### src/rtl/sram_mem_controller_pkg.sv
// Purpose : shared types and constants for the 16-bit SRAM memory-stage controller.
// Latency : n/a (types and constants only).
// Backpr. : n/a.
//
// Contents: FSM state enum, default base address of the SRAM window, SRAM data width.
package sram_mem_controller_pkg;

    // Byte address that maps onto SRAM halfword 0.
    localparam int unsigned DEF_BASE_ADDR = 1024;

    // Width of the off-chip SRAM data bus.
    localparam int unsigned SRAM_DW = 16;

    typedef enum logic [1:0] {
        IDLE = 2'd0,
        LO   = 2'd1,
        HI   = 2'd2,
        DONE = 2'd3
    } state_t;

endpackage

### src/rtl/sram_mem_controller.sv
// Purpose : MEM-stage controller that splits each 32-bit load/store into two 16-bit SRAM accesses.
// Latency : request seen in IDLE at cycle 0 -> DONE (ready=1) at cycle 1+2*WAIT_CYCLES.
// Backpr. : ready drops from the first request cycle until DONE; the pipeline freezes on ~ready.
//
// Ports:
//   clk, rst                 pipeline clock, asynchronous active-high reset
//   MEM_R_EN, MEM_W_EN       load / store request (store wins when both are high)
//   address, write_data      byte address and store value from the EXE stage register
//   read_data                assembled load value, updated only when a load completes
//   ready                    0 = stall pipeline, 1 = idle or access done
//   SRAM_ADDR                halfword address to the SRAM
//   SRAM_DQ_out/_oe/_in      bidirectional data pad split into out, enable and in
//   SRAM_WE_N                active-low write strobe
module sram_mem_controller
    import sram_mem_controller_pkg::*;
#(
    parameter int unsigned BASE_ADDR   = DEF_BASE_ADDR,
    parameter int unsigned WAIT_CYCLES = 3,
    parameter int unsigned SRAM_ADDR_W = 18
) (
    input  logic                   clk,
    input  logic                   rst,
    input  logic                   MEM_R_EN,
    input  logic                   MEM_W_EN,
    input  logic [31:0]            address,
    input  logic [31:0]            write_data,
    output logic [31:0]            read_data,
    output logic                   ready,
    output logic [SRAM_ADDR_W-1:0] SRAM_ADDR,
    output logic [SRAM_DW-1:0]     SRAM_DQ_out,
    output logic                   SRAM_DQ_oe,
    input  logic [SRAM_DW-1:0]     SRAM_DQ_in,
    output logic                   SRAM_WE_N
);

    localparam int unsigned CNT_W = (WAIT_CYCLES > 1) ? $clog2(WAIT_CYCLES) : 1;

    state_t                   state_q, state_n;
    logic [CNT_W-1:0]         cnt_q;
    logic                     op_wr_q;
    logic [SRAM_DW-1:0]       wdata_hi_q;
    logic [SRAM_ADDR_W-2:0]   word_q;
    logic [SRAM_DW-1:0]       rd_lo_q;

    logic                     req;
    logic                     phase_last;
    logic [31:0]              offset;
    logic [SRAM_ADDR_W-2:0]   word_in;
    logic                     addr_unused;

    assign req        = MEM_R_EN | MEM_W_EN;
    assign phase_last = (cnt_q == CNT_W'(WAIT_CYCLES - 1));

    // Word index inside the SRAM window; bits above the SRAM size are dropped so
    // out-of-range addresses simply wrap.
    assign offset      = address - BASE_ADDR;
    assign word_in     = offset[SRAM_ADDR_W:2];
    assign addr_unused = ^{offset[31:SRAM_ADDR_W+1], offset[1:0]};

    // ------------------------------------------------------------------
    // State register
    // ------------------------------------------------------------------
    always_ff @(posedge clk or posedge rst) begin
        if (rst) begin
            state_q <= IDLE;
        end else begin
            state_q <= state_n;
        end
    end

    // ------------------------------------------------------------------
    // Next state and combinational outputs
    // ------------------------------------------------------------------
    always_comb begin
        state_n    = state_q;
        ready      = 1'b0;
        SRAM_WE_N  = 1'b1;
        SRAM_DQ_oe = 1'b0;
        case (state_q)
            IDLE: begin
                if (req) begin
                    state_n = LO;
                end else begin
                    ready = 1'b1;
                end
            end
            LO: begin
                SRAM_WE_N  = ~op_wr_q;
                SRAM_DQ_oe = op_wr_q;
                if (phase_last) begin
                    state_n = HI;
                end
            end
            HI: begin
                SRAM_WE_N  = ~op_wr_q;
                SRAM_DQ_oe = op_wr_q;
                if (phase_last) begin
                    state_n = DONE;
                end
            end
            DONE: begin
                // The pipeline advances on this edge, so going straight back to
                // IDLE never re-issues the same request.
                ready   = 1'b1;
                state_n = IDLE;
            end
            default: begin
                state_n = IDLE;
            end
        endcase
    end

    // ------------------------------------------------------------------
    // Wait counter: restarts at every phase entry, idles at zero.
    // ------------------------------------------------------------------
    always_ff @(posedge clk or posedge rst) begin
        if (rst) begin
            cnt_q <= '0;
        end else if ((state_q == LO) || (state_q == HI)) begin
            cnt_q <= phase_last ? '0 : cnt_q + 1'b1;
        end else begin
            cnt_q <= '0;
        end
    end

    // ------------------------------------------------------------------
    // Request latch and SRAM address/data registers.
    // SRAM_ADDR and SRAM_DQ_out are loaded on the edge that enters a phase,
    // so they are stable for the whole phase and hold in IDLE/DONE.
    // ------------------------------------------------------------------
    always_ff @(posedge clk or posedge rst) begin
        if (rst) begin
            op_wr_q     <= 1'b0;
            wdata_hi_q  <= '0;
            word_q      <= '0;
            rd_lo_q     <= '0;
            read_data   <= '0;
            SRAM_ADDR   <= '0;
            SRAM_DQ_out <= '0;
        end else begin
            case (state_q)
                IDLE: begin
                    if (req) begin
                        op_wr_q    <= MEM_W_EN;
                        wdata_hi_q <= write_data[31:16];
                        word_q     <= word_in;
                        SRAM_ADDR  <= {word_in, 1'b0};
                        if (MEM_W_EN) begin
                            SRAM_DQ_out <= write_data[15:0];
                        end
                    end
                end
                LO: begin
                    if (phase_last) begin
                        SRAM_ADDR <= {word_q, 1'b1};
                        if (op_wr_q) begin
                            SRAM_DQ_out <= wdata_hi_q;
                        end else begin
                            rd_lo_q <= SRAM_DQ_in;
                        end
                    end
                end
                HI: begin
                    // The low half is staged so read_data changes only when the
                    // whole word is available.
                    if (phase_last && !op_wr_q) begin
                        read_data <= {SRAM_DQ_in, rd_lo_q};
                    end
                end
                default: begin
                end
            endcase
        end
    end

endmodule

### config.mk
export PLATFORM = sky130hd
export DESIGN_NAME = sram_mem_controller
export DESIGN_NICKNAME = d
export VERILOG_FILES = /design/src/rtl/sram_mem_controller_pkg.sv /design/src/rtl/sram_mem_controller.sv
export SDC_FILE = /design/constraint.sdc
export NUM_CORES = 1
export LEC_CHECK = 0
export ABC_CLOCK_PERIOD_IN_PS = 11800
export CELL_PAD_IN_SITES_DETAIL_PLACEMENT = 0
export CELL_PAD_IN_SITES_GLOBAL_PLACEMENT = 1
export CORE_ASPECT_RATIO = 2
export CORE_MARGIN = 8
export CORE_UTILIZATION = 35
export DETAILED_ROUTE_END_ITERATION = 6
export HOLD_SLACK_MARGIN = 0.05
export PLACE_DENSITY = 0.81
export SETUP_SLACK_MARGIN = 0.02
export SLEW_MARGIN = 20
export SYNTH_ARGS = -nofsm -noshare
export SYNTH_HDL_FRONTEND = slang
export SYNTH_SLANG_ARGS = --single-unit
### constraint.sdc
create_clock -name clk -period 11.8 [get_ports clk]
set_clock_uncertainty 0.15 [all_clocks]
set_input_delay 1.77 -clock clk [delete_from_list [all_inputs] [get_ports clk]]
set_output_delay 1.77 -clock clk [all_outputs]
set_load 0.005 [all_outputs]
Word-level counts from Yosys, hierarchy flattened --
Index checks and enable logic that the tools add are counted.
Storage, ports and cells: register bits 120, output and inout port bits 69
Operators by class: add/sub/neg operators 2, eq/ne operators 9, muxes and demuxes 18, bitwise operators 2, reductions and logical operators 12
Operators with widths (count):
- $mux W16 | 4
- $mux W18 | 2
- $pmux W18 S2 | 1
- $pmux W16 S2 | 1
- $sub A19 B11 Y19 const B | 1
- $mux W2 | 5
- $ne A2 B2 Y1 const B | 5
- $reduce_and A3 Y1 | 3
- $pmux W2 S4 | 1
- $eq A2 B2 Y1 const B | 3
- $reduce_and A5 Y1 | 1
- $reduce_and A2 Y1 | 2
- $mux W1 | 3
- $add A2 B1 Y2 const B | 1
- $eq A2 B1 Y1 const B | 1
- $logic_not A2 Y1 | 1
- $pmux W1 S2 | 1
- $reduce_bool A2 Y1 | 1
- $reduce_or A2 Y1 | 1
- $logic_and A1 B1 Y1 | 1
- $logic_not A1 Y1 | 1
- $logic_or A1 B1 Y1 | 1
- $not A1 Y1 | 1
- $or A1 B1 Y1 | 1

Depth between registers and ports, before layout --
Gate-level depths: netlist of the first run.
depth after elaboration 3, gate-level depth with buffers 7, gate-level depth less buffers 6

Worst setup path before layout of the first run --
No wires, ideal clock.
kind input to output, start input MEM_R_EN, end output ready, data arrival time 2.247 ns, data required time 9.880 ns, slack 7.633 ns, cell stages on the path 3, buffers on the path 0, cell sequence nor3b_2 -> nor2_1 -> nor2_1
Between the ends: word-level cells in the longest chain between the ends 3
Ends and longest elaborated chain:
- from (decl) | line sram_mem_controller.sv:23 | input logic MEM_R_EN,
- $or A1 B1 Y1 | line sram_mem_controller.sv:51 | assign req = MEM_R_EN | MEM_W_EN;
- $mux W1 | line sram_mem_controller.sv:81 | if (req) begin
- $pmux W1 S2 | line sram_mem_controller.sv:79 | case (state_q)
- to (decl) | line sram_mem_controller.sv:28 | output logic ready,
No other way between the ends.

Worst setup path in the final report of the first run --
start input MEM_W_EN, end output ready
Between the ends: word-level cells in the longest chain between the ends 3
Ends and longest elaborated chain:
- from (decl) | line sram_mem_controller.sv:24 | input logic MEM_W_EN,
- $or A1 B1 Y1 | line sram_mem_controller.sv:51
- $mux W1 | line sram_mem_controller.sv:81
- $pmux W1 S2 | line sram_mem_controller.sv:79
No other way between the ends.

==> reports/metrics.cfg, run 1 <==
[run_status]
status = completed

[synthesis]
ys_top_cells_by_area = dfrtp_1 (59%), mux2_2 (17%), mux2i_1 (4.7%)
synthesis.nets = 478
synth.distinct_cells = 40
synth_most_common_cell = dfrtp_1
synth-seq-cells = 120
postSynthAreaPerCell_sq_um = 13.1
netlist_instances = 388
synth_edf_count = 0
yosys_most_used_dff = dfrtp_1
yosys_warnings = 0
ys_top_cells_by_count = dfrtp_1 (120), mux2_2 (76), nor2_1 (31), a21oi_1 (26), mux2i_1 (24)
synth_top_cell_by_area = dfrtp_1
synth_top_area_share_pct = 59.0
syn_area_sq_um = 5090
async_flop_share_pct = 100
seq_area_frac_synth_pct = 59.0

[sta]
final_max_slew_viol_count = 0
finalCriticalPeriod_ns = 5.40
tns_ns = 0
rsz0062_at_grt = no
min_period_over_period_pct = 45.7
tightest_slew_ns = 0.931
max_freq_mhz = 185
slew_headroom_pct = 37.9
hold_viol_final = 0
setup_viol = 0

[critical_path]
r2r-start = state_q[1]$_DFFE_PP0P_
crit_path_end = ready
cp-start-kind = primary input
r2r_cells = 6
reg2reg_slack_ns = 8.82
required_ns = 9.88
crit_start = MEM_W_EN
cp_max_fo = 6
r2r_end = rd_lo_q[12]$_DFFE_PP0P_
arrival_ns = 3.48
crit_type = in2out
end_kind = output pin

[power]
pwr_density_cell_nw_per_um2 = 277
p_leak_nw = 3.12
ir_drop_uv = 163
power_w = 0.00202

[finish]
seq_area_sq_um = 3000
multi_input_area_sq_um = 1970
drive_gt1_share_pct = 23.2
nFillCells = 1307
fin_nets = 621
final_cells = 736
antenna_cells = 0
area_growth_pct = 43.4

[worst_hold_path]
hp-class = reg2reg
hold_start = cnt_q[0]$_DFF_PP0_

[global_route]
grt_max_degree = 77
grt_pass1_vias = 3933
grt_pass1_wl_mm = 20.4
antenna_found_initial = 0
track_usage_pct = 13.9
grt.overflow.total = 0

[cts]
clock_sinks = 120
cts_tree = done
hold_buffers = 0
post_cts_buffers = 0
htree_levels = 4
cts_resized = 0
clock_latency_ns = 0.41
clkTransAtPathRegs_ns = 0.06
clock-root-buffer = clkbuf_16
cts_buffer_depth = 2
cts_buffers = 17

[placement]
portBuffers = 137
gp_congestion = 0.730
placed_cells = 704
dp.final_hpwl_mm = 9.25

[route]
num_vias = 3490
first_pass_iters = 4
wl_mm = 12.6
drc = 0
drt_iter0_drc = 63
post_drt_via_cell_ratio = 4.74
final_antenna_net_count = 0
drt-wirelength-per-cell_um = 17.1

[floorplanning]
die_y_um = 187
die_w_um = 101
dieArea_sq_um = 18900
row_count = 62
initial_utilization_pct = 35.7
io_pins = 153
core_region_area_sq_um = 14300

[run]
maxCapViolCount = 0

[power by group]
group          internal (W)  switching [W]  leakage, nW
Sequential         0.000602       0.000105         1.48
Combinational      0.000428       0.000327         1.33
Clock              0.000359       0.000198        0.311
[worst max-delay path, stage by stage]
cell and delay, ns:
clkdlybuf4s50_1 0.52, nor3b_2 0.44, nor2_1 0.07, nor2_1 0.15, clkdlybuf4s50_1 0.53
[layer usage]
metal  global-route usage (%)  share of wire, %
met5                        0                 0
met4                     5.78               1.4
met3                     4.77               6.7
met2                     25.3                56
met1                     13.5                36
[logic make-up (layout without fill, tap and decap cells)]
logic type | after synthesis | in the layout | synth area share [%]
buf+inv | 26 | 182 | 2.80
simple gates | 76 | 76 | 7.57
mux | 102 | 102 | 22.0
fa+ha+maj | 6 | 6 | 1.47
compound gates | 51 | 51 | 6.00
xor+xnor | 7 | 7 | 1.20
flops | 120 | 120 | 59.0
[per-stage QoR]
step                setup slack, ns  instance area, sq um  hold slack [ns]  utilization, %
finish                         6.40                  7300            0.307            51.1
global route                   6.29                  7300            0.345            51.1
floorplan                      6.69                  5090            0.276               -
CTS                            6.40                  7300            0.310            51.1
detailed placement             6.40                  6660            0.303            46.7
global placement               6.42                  6650            0.293            46.6
[flip-flops by register name, summed over array words and instances (netlist names)]
register	cells
read_data	32
word_q	17
cnt_q	2
SRAM_DQ_out	16
state_q	2
rd_lo_q	16
SRAM_ADDR	18
op_wr_q	1
wdata_hi_q	16
[worst min path at each step]
stage,endpoint,cells after the start
4_1_cts,cnt_q[0]$_DFF_PP0_,1
3_3_place_gp,cnt_q[0]$_DFF_PP0_,1
6_report,cnt_q[0]$_DFF_PP0_,1
2_1_floorplan,cnt_q[0]$_DFF_PP0_,1
3_5_place_dp,cnt_q[0]$_DFF_PP0_,1
5_1_grt,cnt_q[0]$_DFF_PP0_,1
[final cells by class]
cell class,instances,area share [%]
Clock buffer,17,5.83
Clock inverter,15,2.93
Inverter,7,0.394
Multi-Input combinational cell,242,27.0
Tap cell,192,3.29
Timing Repair Buffer,143,19.5
Sequential cell,120,41.1
[cell usage in the layout, fill, tap and decap left out, types with 2 or more instances in the layout]
cell             instances
clkbuf_16               17
o2111ai_1                2
nand2_1                 23
inv_1                    6
mux2_1                   2
nand3_1                  7
ha_1                     5
mux2_2                  76
buf_4                    5
inv_6                    5
nor3b_1                  2
clkinv_4                 3
a21oi_1                 26
nor2_1                  31
mux2i_1                 24
xor2_1                   2
nand2b_1                 2
clkdlybuf4s50_1        137
bufinv_16                4
xnor2_1                  5
o21ai_0                 14
dfrtp_1                120
Note: power is estimated with default switching activity, not from simulation.
==> run 2, diff against run 1 <==
Settings changed: ABC_CLOCK_PERIOD_IN_PS 11800 to 4900, CORE_UTILIZATION 35 to 33, PLACE_DENSITY 0.81 to 0.8.
Clock period 11.8 ns to 4.9 ns, I/O delays scaled along.
==> reports/metrics.cfg, run 2 (synthesized netlist as in run 1, its figures left out) <==
[run_status]
status = completed

[worst_hold_path]
hp-class = reg2reg

[cts]
cts_tree = done
htree_levels = 4  ; unchanged
clock_sinks = 120  ; unchanged
cts_resized = 0  ; unchanged
clkTransAtPathRegs_ns = 0.06  ; about the same
clock_latency_ns = 0.40  ; about the same
clock-root-buffer = clkbuf_16
post_cts_buffers = 0  ; unchanged
cts_buffers = 17  ; unchanged
cts_buffer_depth = 2  ; unchanged
hold_buffers = 0  ; unchanged

[global_route]
grt_pass1_vias = 3872  ; -1.6%
grt_max_degree = 45  ; -42%
antenna_found_initial = 0  ; unchanged
gr-usage-met1_pct = 13.0  ; -0.47 points
track_usage_pct = 12.9  ; -0.95 points
grt_use_met3_pct = 4.70  ; -0.068 points
grt_use_met2_pct = 23.7  ; -1.6 points
grt.busiest_layer = met2
grt.overflow.total = 0  ; unchanged
grt_pass1_wl_mm = 20.6  ; +0.98%

[placement]
portBuffers = 137  ; unchanged
gp_congestion = 0.770  ; +5.5%
dp.final_hpwl_mm = 9.17  ; -0.77%
dpl-instance-area_sq_um = 6670  ; +0.23%
placed_cells = 711  ; +0.99%

[power]
p_leak_nw = 3.12  ; +0.25%
pwr_density_cell_nw_per_um2 = 666  ; +140%
ir_drop_uv = 309  ; +89%

[route]
final_antenna_net_count = 0  ; unchanged
drt_iter0_drc = 109  ; +73%
num_vias = 3458  ; -0.92%
post_drt_via_cell_ratio = 4.66  ; -1.7%
wl_mm = 12.2  ; -3.0%
drt-wirelength-per-cell_um = 16.5  ; -3.8%
drc = 0  ; unchanged
first_pass_iters = 4  ; unchanged

[finish]
regMostFlops = read_data
area_growth_pct = 44.0
largest_reg_flops = 32  ; unchanged
final_common_cell = clkdlybuf4s50_1
fin_nets = 622  ; +0.16%
final_cells = 742  ; +0.82%
fin_area_sq_um = 7330  ; +0.45%
drive_gt1_share_pct = 23.2  ; unchanged
layout_common_cells = clkdlybuf4s50_1 (137), dfrtp_1 (120), mux2_2 (76), nor2_1 (31), a21oi_1 (26)
antenna_cells = 0  ; unchanged
reg_top3 = read_data: 32 flops, SRAM_ADDR: 18 flops, word_q: 17 flops

[critical_path]
slowest_stage = clkdlybuf4s50_1
crit_type = reg2out
cp_common_cell = nor2_1
required_ns = 4.01  ; -5.87 ns
cp_cell_sequence = inv_1 -> ha_1 -> nor3b_2 -> nor2_1 -> nor2_1 -> clkdlybuf4s50_1
cp-start-kind = flop
arrival_ns = 2.45  ; -1.03 ns
end_kind = output pin
slowest_delay_ns = 0.53  ; about the same
cp_max_fo = 6  ; unchanged

[sta]
max_freq_mhz = 299
final_max_slew_viol_count = 0  ; unchanged
tns_ns = 0  ; unchanged
tightest_slew_ns = 0.817  ; -0.114 ns
hold_viol_final = 0  ; unchanged
min_period_over_period_pct = 68.1
timing.hold.ws_ns = 0.318  ; +0.0109 ns
slew_headroom_pct = 45.4  ; +7.4 points
setup_viol = 0  ; unchanged
finalCriticalPeriod_ns = 3.34
rsz0062_at_grt = no

[floorplanning]
dieArea_sq_um = 19900  ; +5.3%
row_count = 64  ; +3.2%
initial_utilization_pct = 33.5  ; -2.2 points
core_region_area_sq_um = 15200  ; +6.6%
die_y_um = 192  ; +2.7%
io_pins = 153  ; unchanged
die_w_um = 104  ; +2.5%

[run]
maxCapViolCount = 0  ; unchanged

-- run 2: cell count changes in the layout (fill, tap and decap cells not counted), sizes merged --
cell      delta
clkbuf       +1
bufinv       +1
clkinvlp     +1
clkinv       -2
inv          -2
buf          +1
-- run 2: metal layers --
| metal | wire (um) | up-vias |
|---|---|---|
| met4 | 155 | 0 |
| li1 | - | 1641 |
| met1 | 4520 | 1700 |
| met3 | 834 | 13 |
| met5 | 0 | - |
| met2 | 6710 | 104 |
-- run 2: path summary, 6_finish.rpt --
path | startpoint | end | slack, ns | cells past startpoint
min in group asynchronous | rst | SRAM_DQ_out[10]$_DFFE_PP0P_ | 0.56 | 2
worst min-delay path | cnt_q[0]$_DFF_PP0_ | cnt_q[0]$_DFF_PP0_ | 0.32 | 1
max in group asynchronous | rst | SRAM_ADDR[12]$_DFFE_PP0P_ | 3.08 | 3
worst min register to register | cnt_q[0]$_DFF_PP0_ | cnt_q[0]$_DFF_PP0_ | 0.32 | 1
worst max register to register | state_q[1]$_DFFE_PP0P_ | SRAM_DQ_out[9]$_DFFE_PP0P_ | 2.11 | 8
worst max-delay path | state_q[0]$_DFFE_PP0P_ | ready | 1.56 | 6
-- run 2: layout make-up --
type                            count  area, sq um
Timing Repair Buffer              144         1430
Sequential cell                   120         3000
Tap cell                          198          248
Inverter                            7         28.8
Multi-Input combinational cell    242         1970
Fill cell                        1374         7880
Clock inverter                     13          218
Clock buffer                       18          439
-- run 2: per-stage QoR --
stage	utilization, %	setup WS [ns]	power (W)
2_1_floorplan	-	0.829	0.00271
3_3_place_gp	43.8	1.50	0.00347
3_5_place_dp	43.9	1.51	0.00356
4_1_cts	48.2	1.47	0.00498
5_1_grt	48.2	1.35	0.00522
6_report	48.2	1.56	0.00488
-- run 2: worst max-delay path, delay by kind of cell, from the launching register on --
family                     cells  cell delay [ns]
and+or+nand+nor                3             0.67
adders and majority gates      1             0.32
buffers and inverters          2             0.65
DFF                            1             0.42
-- run 2: power by group --
part	switching, W	leakage (nW)	internal, W
sequential	0.000250	1.48	0.00145
clock	0.000466	0.314	0.000922
combinational	0.000762	1.33	0.00103
==> run 3, diff against run 2 <==
Settings changed: ABC_CLOCK_PERIOD_IN_PS 4900 to 3120, CORE_UTILIZATION 33 to 35, PLACE_DENSITY 0.8 to 0.81.
Clock period 4.9 ns to 3.12 ns, I/O delays scaled along.
==> reports/metrics.cfg, run 3 (synthesized netlist as in run 1, its figures left out) <==
[run_status]
status = completed

[route]
drt-wirelength-per-cell_um = 16.2  ; -1.7%
top_layer = met4
dr_wl_met3_um = 768  ; -7.9%
first_pass_iters = 4  ; unchanged
met2_length_mm = 6.72  ; +0.18%
post_drt_via_cell_ratio = 4.71  ; +1.0%
final_antenna_net_count = 0  ; unchanged
drc = 0  ; unchanged
num_vias = 3480  ; +0.64%
drt_iter0_drc = 103  ; -5.5%
wirelength_met1_mm = 4.31  ; -4.8%
wl_mm = 12.0  ; -2.1%

[critical_path]
reg2reg_slack_ns = 0.80  ; -1.31 ns
required_ns = 2.50  ; -1.51 ns
r2r-start = state_q[1]$_DFFE_PP0P_
arrival_ns = 2.17  ; -0.28 ns
cp-start-kind = flop
crit_start = state_q[0]$_DFFE_PP0P_
crit_type = reg2out
cp_max_fo = 6  ; unchanged
end_kind = output pin

[finish]
final_common_cell = clkdlybuf4s50_1
fin_nets = 624  ; +0.32%
multi_input_area_sq_um = 1970  ; unchanged
reg_top3 = read_data: 32 flops, SRAM_ADDR: 18 flops, word_q: 17 flops
antenna_cells = 0  ; unchanged
area_growth_pct = 43.4
nFillCells = 1313  ; -4.4%
regMostFlops = read_data
fin_util_pct = 51.1  ; +3.0 points
layout_common_cells = clkdlybuf4s50_1 (137), dfrtp_1 (120), mux2_2 (76), nor2_1 (31), a21oi_1 (26)
largest_reg_flops = 32  ; unchanged
seq_area_sq_um = 3000  ; unchanged
drive_gt1_share_pct = 23.6  ; +0.42 points

[sta]
rsz0062_at_grt = no
hold_viol_final = 0  ; unchanged
slew_headroom_pct = 52.8  ; +7.4 points
setup_viol = 0  ; unchanged
tightest_slew_ns = 0.708  ; -0.108 ns
final_max_slew_viol_count = 0  ; unchanged
finalCriticalPeriod_ns = 2.79
max_freq_mhz = 359
tns_ns = 0  ; unchanged
min_period_over_period_pct = 89.4

[cts]
hold_buffers = 0  ; unchanged
clock_sinks = 120  ; unchanged
clock_latency_ns = 0.40  ; about the same
cts_resized = 0  ; unchanged
clkTransAtPathRegs_ns = 0.06  ; about the same
post_cts_buffers = 0  ; unchanged
cts_buffer_depth = 2  ; unchanged
cts_tree = done
htree_levels = 4  ; unchanged
clock-root-buffer = clkbuf_16
cts_buffers = 17  ; unchanged

[power]
p_leak_nw = 3.11  ; -0.57%
pwr_density_cell_nw_per_um2 = 1020  ; +54%
ir_drop_uv = 448  ; +45%

[global_route]
grt_pass1_wl_mm = 20.0  ; -2.8%
antenna_found_initial = 0  ; unchanged
grt_pass1_vias = 3855  ; -0.44%
grt.overflow.total = 0  ; unchanged
track_usage_pct = 13.5  ; +0.60 points
grt_max_degree = 121  ; +170%

[worst_hold_path]
hold_start = cnt_q[0]$_DFF_PP0_
hp-class = reg2reg

[floorplanning]
row_count = 62  ; -3.1%
initial_utilization_pct = 35.7  ; +2.2 points
core_region_area_sq_um = 14300  ; -6.2%
die_y_um = 187  ; -2.7%
dieArea_sq_um = 18900  ; -5.0%
die_w_um = 101  ; -2.5%
io_pins = 153  ; unchanged

[placement]
dp.final_hpwl_mm = 8.77  ; -4.4%
gp_congestion = 0.769  ; -0.14%
portBuffers = 137  ; unchanged

[run]
maxCapViolCount = 0  ; unchanged

[run 3: cell count changes in the layout (fill, tap and decap cells not counted), sizes merged]
cell      before  now
clkbuf        18   17
clkinv         2    3
buf            7    9
bufinv         5    2
inv           11   12
clkinvlp       2    5
[run 3: critical path, cell delays in order, from the launching register on]
cell             delay (ns)
dfrtp_1                0.42
inv_1                  0.13
ha_1                   0.30
nor3b_2                0.24
nor2_1                 0.06
nor2_1                 0.08
clkdlybuf4s50_1        0.55
[run 3: final timing paths]
path,depth (start not counted),to
setup / recovery,6,ready
hold reg to reg,1,cnt_q[0]$_DFF_PP0_
max in group asynchronous,3,SRAM_DQ_out[12]$_DFFE_PP0P_
hold / removal,1,cnt_q[0]$_DFF_PP0_
min in group asynchronous,3,read_data[22]$_DFFE_PP0P_
setup reg to reg,7,rd_lo_q[1]$_DFFE_PP0P_
[run 3: metrics by stage]
stage                     cells  hold slack, ns  setup slack [ns]  total power [W]  cell area (sq um)
after floorplan             388           0.276              1.03          0.00426               5090
after global placement      706           0.293             0.505          0.00547               6700
after detailed placement    707           0.325             0.559          0.00563               6710
after CTS                   739           0.336             0.257          0.00762               7300
after global routing        739           0.367             0.159          0.00800               7300
final                       739           0.334             0.331          0.00747               7300
[run 3: cell type report]
cell class / instances / share of cell area [%]
flip-flops and latches: 120 / 41.1
multi-input cells: 242 / 26.9
clock buffers: 17 / 5.83
inverters: 7 / 0.411
clock inverters: 15 / 2.30
well taps: 192 / 3.29
repair buffers: 146 / 20.1
[run 3: where the power goes]
group	internal, W	leakage [nW]	switching [W]
clock	0.00119	0.279	0.000747
sequential	0.00228	1.48	0.000389
combinational	0.00164	1.35	0.00122
total	0.00512	3.11	0.00236
[run 3: per-layer routing]
metal / up-vias / track usage, %
li1: 1646 / -
met1: 1724 / 13.7
met2: 100 / 24.3
met3: 10 / 4.14
met4: 0 / 5.89
met5: - / 0
